--- src/rtl/piso_pkg.sv ---
// Shared types and defaults for the parallel-in/serial-out serializer.
package piso_pkg;
  localparam int DEF_WIDTH = 8;
  localparam int DEF_DIV_W = 8;

  typedef enum logic [1:0] {
    IDLE  = 2'd0,
    SHIFT = 2'd1,
    FIN   = 2'd2
  } state_t;

  // Bit-index width; a 1-bit word would otherwise give a zero-width counter.
  function automatic int cnt_w(input int n);
    return (n > 1) ? $clog2(n) : 1;
  endfunction
endpackage

--- src/rtl/piso_serializer_strobe_div.sv ---
// Bit-period divider: tick fires on the last clk of each bit period while run is high.
module strobe_div #(
  parameter int DIV_W = 8
) (
  input  logic             clk,
  input  logic             rst,
  input  logic             run,
  input  logic [DIV_W-1:0] div,
  output logic             tick
);
  logic [DIV_W-1:0] r_div_cnt;
  logic             w_hit;

  assign w_hit = (r_div_cnt == div);
  assign tick  = run & w_hit;

  // Held at zero outside a word so the first period always starts from a clean count.
  always_ff @(posedge clk or negedge rst) begin
    if (!rst)               r_div_cnt <= '0;
    else if (!run || w_hit) r_div_cnt <= '0;
    else                    r_div_cnt <= r_div_cnt + 1'b1;
  end
endmodule

--- src/rtl/piso_serializer.sv ---
// Serializes one WIDTH-bit word into a din/en pair for a downstream flop,
// one bit per (div+1) clk cycles, with abort and a done pulse.
module piso_serializer
  import piso_pkg::*;
#(
  parameter int WIDTH = DEF_WIDTH,
  parameter int DIV_W = DEF_DIV_W
) (
  input  logic             clk,
  input  logic             rst,
  input  logic [WIDTH-1:0] load_data,
  input  logic             load_valid,
  output logic             load_ready,
  input  logic [DIV_W-1:0] div,
  input  logic             msb_first,
  input  logic             abort,
  output logic             sdout,
  output logic             sen,
  output logic             busy,
  output logic             done
);
  localparam int BW = cnt_w(WIDTH);

  state_t           r_state, w_next;
  logic [WIDTH-1:0] r_word;
  logic [DIV_W-1:0] r_div;
  logic             r_msb;
  logic [BW-1:0]    r_bit_cnt;

  logic             w_run, w_tick, w_accept, w_last;
  logic [BW-1:0]    w_idx;

  strobe_div #(.DIV_W(DIV_W)) u_strobe (
    .clk  (clk),
    .rst  (rst),
    .run  (w_run),
    .div  (r_div),
    .tick (w_tick)
  );

  assign w_run  = (r_state == SHIFT);
  assign w_last = (r_bit_cnt == BW'(WIDTH-1));
  // The stored word never moves; bit order is just a choice of index.
  assign w_idx  = r_msb ? (BW'(WIDTH-1) - r_bit_cnt) : r_bit_cnt;
  assign sdout  = (r_state == SHIFT) & r_word[w_idx];

  always_ff @(posedge clk or negedge rst) begin
    if (!rst) r_state <= IDLE;
    else      r_state <= w_next;
  end

  always_comb begin
    w_next     = r_state;
    load_ready = 1'b0;
    busy       = 1'b0;
    sen        = 1'b0;
    done       = 1'b0;
    w_accept   = 1'b0;
    case (r_state)
      IDLE: begin
        // Gated by rst so ready is low while reset is held.
        load_ready = rst;
        w_accept   = load_valid & rst;
        if (w_accept) w_next = SHIFT;
      end
      SHIFT: begin
        busy = 1'b1;
        if (abort) w_next = IDLE;
        else begin
          sen = w_tick;
          if (w_tick && w_last) w_next = FIN;
        end
      end
      FIN: begin
        busy   = 1'b1;
        done   = ~abort;
        w_next = IDLE;
      end
      default: w_next = IDLE;
    endcase
  end

  always_ff @(posedge clk or negedge rst) begin
    if (!rst) begin
      r_word    <= '0;
      r_div     <= '0;
      r_msb     <= 1'b0;
      r_bit_cnt <= '0;
    end else if (w_accept) begin
      r_word    <= load_data;
      r_div     <= div;
      r_msb     <= msb_first;
      r_bit_cnt <= '0;
    end else if (sen && !w_last) begin
      r_bit_cnt <= r_bit_cnt + BW'(1);
    end
  end
endmodule
--- config.mk ---
export PLATFORM = sky130hd
export DESIGN_NAME = piso_serializer
export DESIGN_NICKNAME = d
export VERILOG_FILES = /design/src/rtl/piso_pkg.sv /design/src/rtl/piso_serializer_strobe_div.sv /design/src/rtl/piso_serializer.sv
export SDC_FILE = /design/constraint.sdc
export NUM_CORES = 1
export LEC_CHECK = 0
export CORE_UTILIZATION = 52
export DETAILED_ROUTE_END_ITERATION = 16
export HOLD_SLACK_MARGIN = 0.06
export PLACE_DENSITY = 0.76
export SYNTH_ARGS = -nofsm -noshare
export SYNTH_HDL_FRONTEND = slang
export SYNTH_SLANG_ARGS = --single-unit
export TNS_END_PERCENT = 20
--- constraint.sdc ---
create_clock -name clk -period 2.6 [get_ports clk]
set_clock_uncertainty 0.2 [all_clocks]
set_input_delay 0.39 -clock clk [delete_from_list [all_inputs] [get_ports clk]]
set_output_delay 0.39 -clock clk [all_outputs]
set_load 0.05 [all_outputs]
# == Word-level counts from Yosys, hierarchy flattened ==
# Cells that the tools add are included.
# totals
ff_bits,30
word_cells,45
inputBits,21
# op_classes
order_cmp,1
n_eq_ne,6
bitwise,4
n_addsub,3
mux,16
n_reduce_logical,9
# ops
op,n
$mux 3,3
$add 8x1->8 const B,1
$eq 8x8->1,1
$mux 8,1
$mux 1,7
$mux 2,3
$lt 3x4->1 const B,1
$pmux 2 s2,1
$add 3x1->3 const B,1
$and 1x1->1,3
$bmux 1 s3,1
$eq 3x3->1 const B,1
$ne 3x3->1 const B,1
$sub 3x3->3 const A,1
$eq 2x1->1 const B,1
$eq 2x2->1 const B,1
$logic_and 1x1->1,2
$logic_not 1->1,2
$logic_not 2->1,1
$ne 2x2->1 const B,1
$reduce_and 2->1,1
$reduce_bool 2->1,1
$reduce_or 2->1,1
$logic_or 1x1->1,1
$not 1->1,1

# == Logic depth before layout (Yosys ltp) ==
# logic_depth
word_depth,7
ltp_mapped,7
depth_no_buf,6

# == Cells and area by module ==
# Synthesis repeated with hierarchy kept, for this count alone.
# hier_totals
cells_unflattened,130
hier_area_um2,1596.5
# by_module_without_submodules
module,cells_each,instances,area_each_um2
piso_serializer,84,1,1096.1
strobe_div,46,1,500.5

# == Least setup slack after synthesis ==
# No wires, ideal clock.
# synth_timing
path_kind,reg-to-output
startpoint,reg u_strobe.r_div_cnt[5]
endpoint,out sen
path_buffers,0
required_ps,2010
path_stages_with_launch,5
slack_ps,124
arrival_ps,1886
path_cell_list,dfrtp_1 -> xor2_1 -> nor4_2 -> nand2_1 -> nor2_1
# synth_between
elab_chain_cells,4
# synth_rtl
element,line_no,source
start: declaration,piso_serializer_strobe_div.sv:11,logic [DIV_W-1:0] r_div_cnt;
start signal: assignment,piso_serializer_strobe_div.sv:21,else r_div_cnt <= r_div_cnt + 1'b1;
$eq 8x8->1,piso_serializer_strobe_div.sv:14,assign w_hit = (r_div_cnt == div);
$and 1x1->1,piso_serializer_strobe_div.sv:15,assign tick = run & w_hit;
$mux 1,piso_serializer.sv:68,if (abort) w_next = IDLE;
$mux 1,piso_serializer.sv:59,case (r_state)
end: declaration,piso_serializer.sv:18,"output logic sen,"
# Every way passes these cells.

# == Worst setup path after layout ==
# layout_timing
startpoint,reg r_bit_cnt[1]
endpoint,out sdout
# layout_between
elab_chain_cells,5
# layout_rtl
element,line_no,source
start: declaration,piso_serializer.sv:28,logic [BW-1:0] r_bit_cnt;
start signal: assignment,piso_serializer.sv:95,r_bit_cnt <= r_bit_cnt + BW'(1);
$sub 3x3->3,piso_serializer.sv:44,assign w_idx = r_msb ? (BW'(WIDTH-1) - r_bit_cnt) : r_bit_cnt;
$mux 3 (*),piso_serializer.sv:44,
$bmux 1 s3 (*),piso_serializer.sv:45,assign sdout = (r_state == SHIFT) & r_word[w_idx];
$mux 1 (implied by the code) (*),piso_serializer.sv:45,
$and 1x1->1 (*),piso_serializer.sv:45,
end: declaration,piso_serializer.sv:17,"output logic sdout,"
# Mark *: on every way between the ends. The rest lies on a longest branch, timed or not. The select of a mux whose other input is x is not followed.

==> run_results.csv <==
group,metric,value,unit
status,status,"finished, violations left",
status,violations,"DRC, setup timing",
die,dieArea,3260,sq um
timing,period_minus_slack,2.70,ns
timing,fin_setup_tns,-0.102,ns
power_and_ir_drop,p_sw,0.679,mW
yosys,syn_nets,187,
clock_network,clockBufferDepth,2,
critical_path,start_kind,"flop",
routing,drt_iter0_drc,44,
die,die_height,57.1,um
yosys,synth_compound_area_frac,0.0421,
grt,grt_pass1_vias,1320,
placement,io_buffers,25,
yosys,synth_top_family_by_area,"simple AND/OR/NAND/NOR gates",
yosys,syn_area,1580,sq um
yosys,synth_area_per_cell,9.85,sq um
yosys,ys_warn_count,0,
layout,fin_area,1960,sq um
layout,syn_to_final_growth,24.3,%
power_and_ir_drop,p_sw_frac,0.385,
yosys,ys_types,27,
clock_network,holdBufCountCts,0,
critical_path,critPathArrivalTime,2.11,ns
timing,maxSlewHeadroom,0.669,
placement,globalplace.congestion,0.772,
timing,fin_ws,-0.102,ns
clock_network,tritoncts.num_buffers,5,
yosys,yosys-top-cells-area,"dfrtp_1 (48%), nand2_1 (14%), xor2_1 (7.2%)",
power_and_ir_drop,clkPwrFrac,0.170,
die,start_util,0.562,
clock_network,clk_latency,0.34,ns
power_and_ir_drop,p_int,1.08,mW
placement,dp_hpwl,2320,um
layout,nets,220,
hold_path,hold_path_class,"in2async",
yosys,yosysSeqAreaShare,0.476,
timing,hold_viol,0,
yosys,synth_edf_count,0,
clock_network,cts_tree,"done",
die,dieWidth,57.1,um
timing,setup-violations-final,1,
grt,grt_usage,0.240,
power_and_ir_drop,p_leak,0.979,nW
grt,grt_max_degree,21,
critical_path,crit_top_cell,"mux4_2",
grt,busiest_layer,"met2",
power_and_ir_drop,comb_power_share,0.403,
routing,via_count,1233,
critical_path,crit_type,"reg2out",
critical_path,crit_required,2.01,ns
critical_path,path_cells,"mux4_2 > mux4_2 > and2_4 > buf_8",
die,core,2810,sq um
die,rows,19,
clock_network,clk_pin_slew_worst_paths,0.09,ns
timing,finalMaxSlewViolations,0,
timing,max_freq,0.370,GHz
yosys,synth_top_area_frac,0.476,
layout,num_antenna_cells,0,
routing,drt_wl_total,3120,um
die,io_pins,26,
layout,num-fill-cells,238,
clock_network,cts_sinks,30,
placement,placement.cell_area,1900,sq um
yosys,synth-simple-area-share,0.241,
yosys,post_synth_xor_area_fraction,0.0778,
routing,ant_nets,0,
critical_path,crit_path_max_incr_delay,0.52,ns
yosys,synth_most_common_cell,"nand2_1",
yosys,synth_fa_ha_area_frac,0.0476,
yosys,synth_top_flop_cell,"dfrtp_1",
routing,drc,4,
power_and_ir_drop,ir_drop,0.491,mV
grt,grt_pass1_wl,5760,um
yosys,ys_ff_latch,30,
grt,gr-usage-met3,0.0726,
yosys,yosysTopAreaCell,"dfrtp_1",
grt,gr-usage-met1,0.298,
clock_network,htree_levels,2,
yosys,synthMuxAreaShare,0.0937,
timing,min_period_over_period,1.04,
grt,use_met2,0.383,
grt,antenna_found_initial,0,
yosys,syn_inst,160,
timing,rsz0062_at_grt,"yes",
power_and_ir_drop,pwr-share-seq,0.427,
job,maxCapViolCount,0,
clock_network,root_buffer,"clkbuf_4",
yosys,synthTopCellsByCount,"nand2_1 (59), dfrtp_1 (30), xor2_1 (13)",
layout,drive_gt1_frac,0.144,
routing,viasPerCell,5.48,
timing,holdWs,0.244,ns
routing,wl_per_cell,13.9,um
grt,overflow,0,
critical_path,slowest_stage,"mux4_2",
critical_path,end_kind,"output pin",
power_and_ir_drop,powerDensity,900,nW/um^2
yosys,async_flop_share,1.00,
critical_path,crit_fanout,6,
timing,tightest_slew,0.495,ns
routing,drt_first_pass_iters,10,
final timing paths:
path,cells past startpoint,endpoint,startpoint,slack [ns]
hold / removal,2,r_state[1]$_DFFE_PN0P_,rst,0.24
setup reg to reg,6,r_bit_cnt[1]$_DFFE_PN0P_,r_state[0]$_DFFE_PN0P_,0.64
max in group asynchronous,2,r_msb$_DFFE_PN0P_,rst,1.71
min in group clk,2,r_div[5]$_DFFE_PN0P_,r_div[5]$_DFFE_PN0P_,0.31
hold reg to reg,2,r_div[5]$_DFFE_PN0P_,r_div[5]$_DFFE_PN0P_,0.31
setup / recovery,4,sdout,r_bit_cnt[1]$_DFFE_PN0P_,-0.10
timing repair:
action	in CTS	in global routing
setup buffers	0	0
pin swaps	1	0
endpoints found under the setup margin	1	1
resized for setup	8	0
per-layer routing:
| metal | routed length, um | vias to the layer above |
|---|---|---|
| met1 | 1350 | 579 |
| met3 | 178 | 9 |
| met5 | 0 | - |
| met4 | 83 | 0 |
| met2 | 1520 | 43 |
| li1 | - | 602 |
metrics by stage:
step           std cells  worst slack [ns]  power, mW  utilization
4_1_cts              225            -0.108       1.77        0.698
6_report             225            -0.102       1.76        0.698
3_3_place_gp         217             0.173       1.41        0.677
5_1_grt              225            -0.172       1.90        0.698
2_1_floorplan        160             0.124       1.20            -
3_5_place_dp         217             0.140       1.45        0.677
layout by cell type, fill, tap and decap left out, types with 2 or more instances in the layout:
cell type,instances
buf_12,2
and3_1,4
xor2_1,13
inv_1,2
nor2_1,10
nand2_1,59
buf_4,7
mux2i_1,2
dfrtp_1,29
mux4_2,5
ha_1,6
nor4_2,2
clkbuf_4,5
clkdlybuf4s50_1,21
nand3_1,8
worst max-delay path, delay by kind of cell, from the launching register on:
family | cells | cell delay, ns
DFF | 1 | 0.47
and+or+nand+nor | 1 | 0.16
buffers and inverters | 1 | 0.14
muxes | 2 | 1.01
cell type report:
type                       instances  area [sq um]  area share
tap                               31          38.8      0.0198
clock inverter                     2          12.5     0.00639
timing repair buffer              31           318       0.162
clock buffer                       6          51.3      0.0262
inverter                           2          7.51     0.00383
sequential                        30           752       0.384
multi-input combinational        123           779       0.398
power by group through the flow:
| stage | registers, mW | clock network [mW] | logic (mW) |
|---|---|---|---|
| 2_1_floorplan | 0.715 | 0 | 0.488 |
| 3_3_place_gp | 0.742 | 0 | 0.668 |
| 3_5_place_dp | 0.759 | 0 | 0.687 |
| 4_1_cts | 0.752 | 0.307 | 0.716 |
| 5_1_grt | 0.779 | 0.324 | 0.796 |
| 6_report | 0.752 | 0.300 | 0.711 |
cells by family after synthesis:
kind of cell | count (synthesis)
AND/OR/NAND/NOR | 88
AO/OA/AOI/OAI | 8
adder cells (fa/ha/maj) | 6
multiplexers | 7
flip-flops | 30
XOR/XNOR | 14
buffers and inverters | 7
flip-flops by register name, indices dropped and copies added, names as in the netlist:
register	cells
r_bit_cnt	3
r_state	2
r_msb	1
u_strobe.r_div_cnt	8
r_div	8
r_word	8
(Power assumes the default switching activity.)
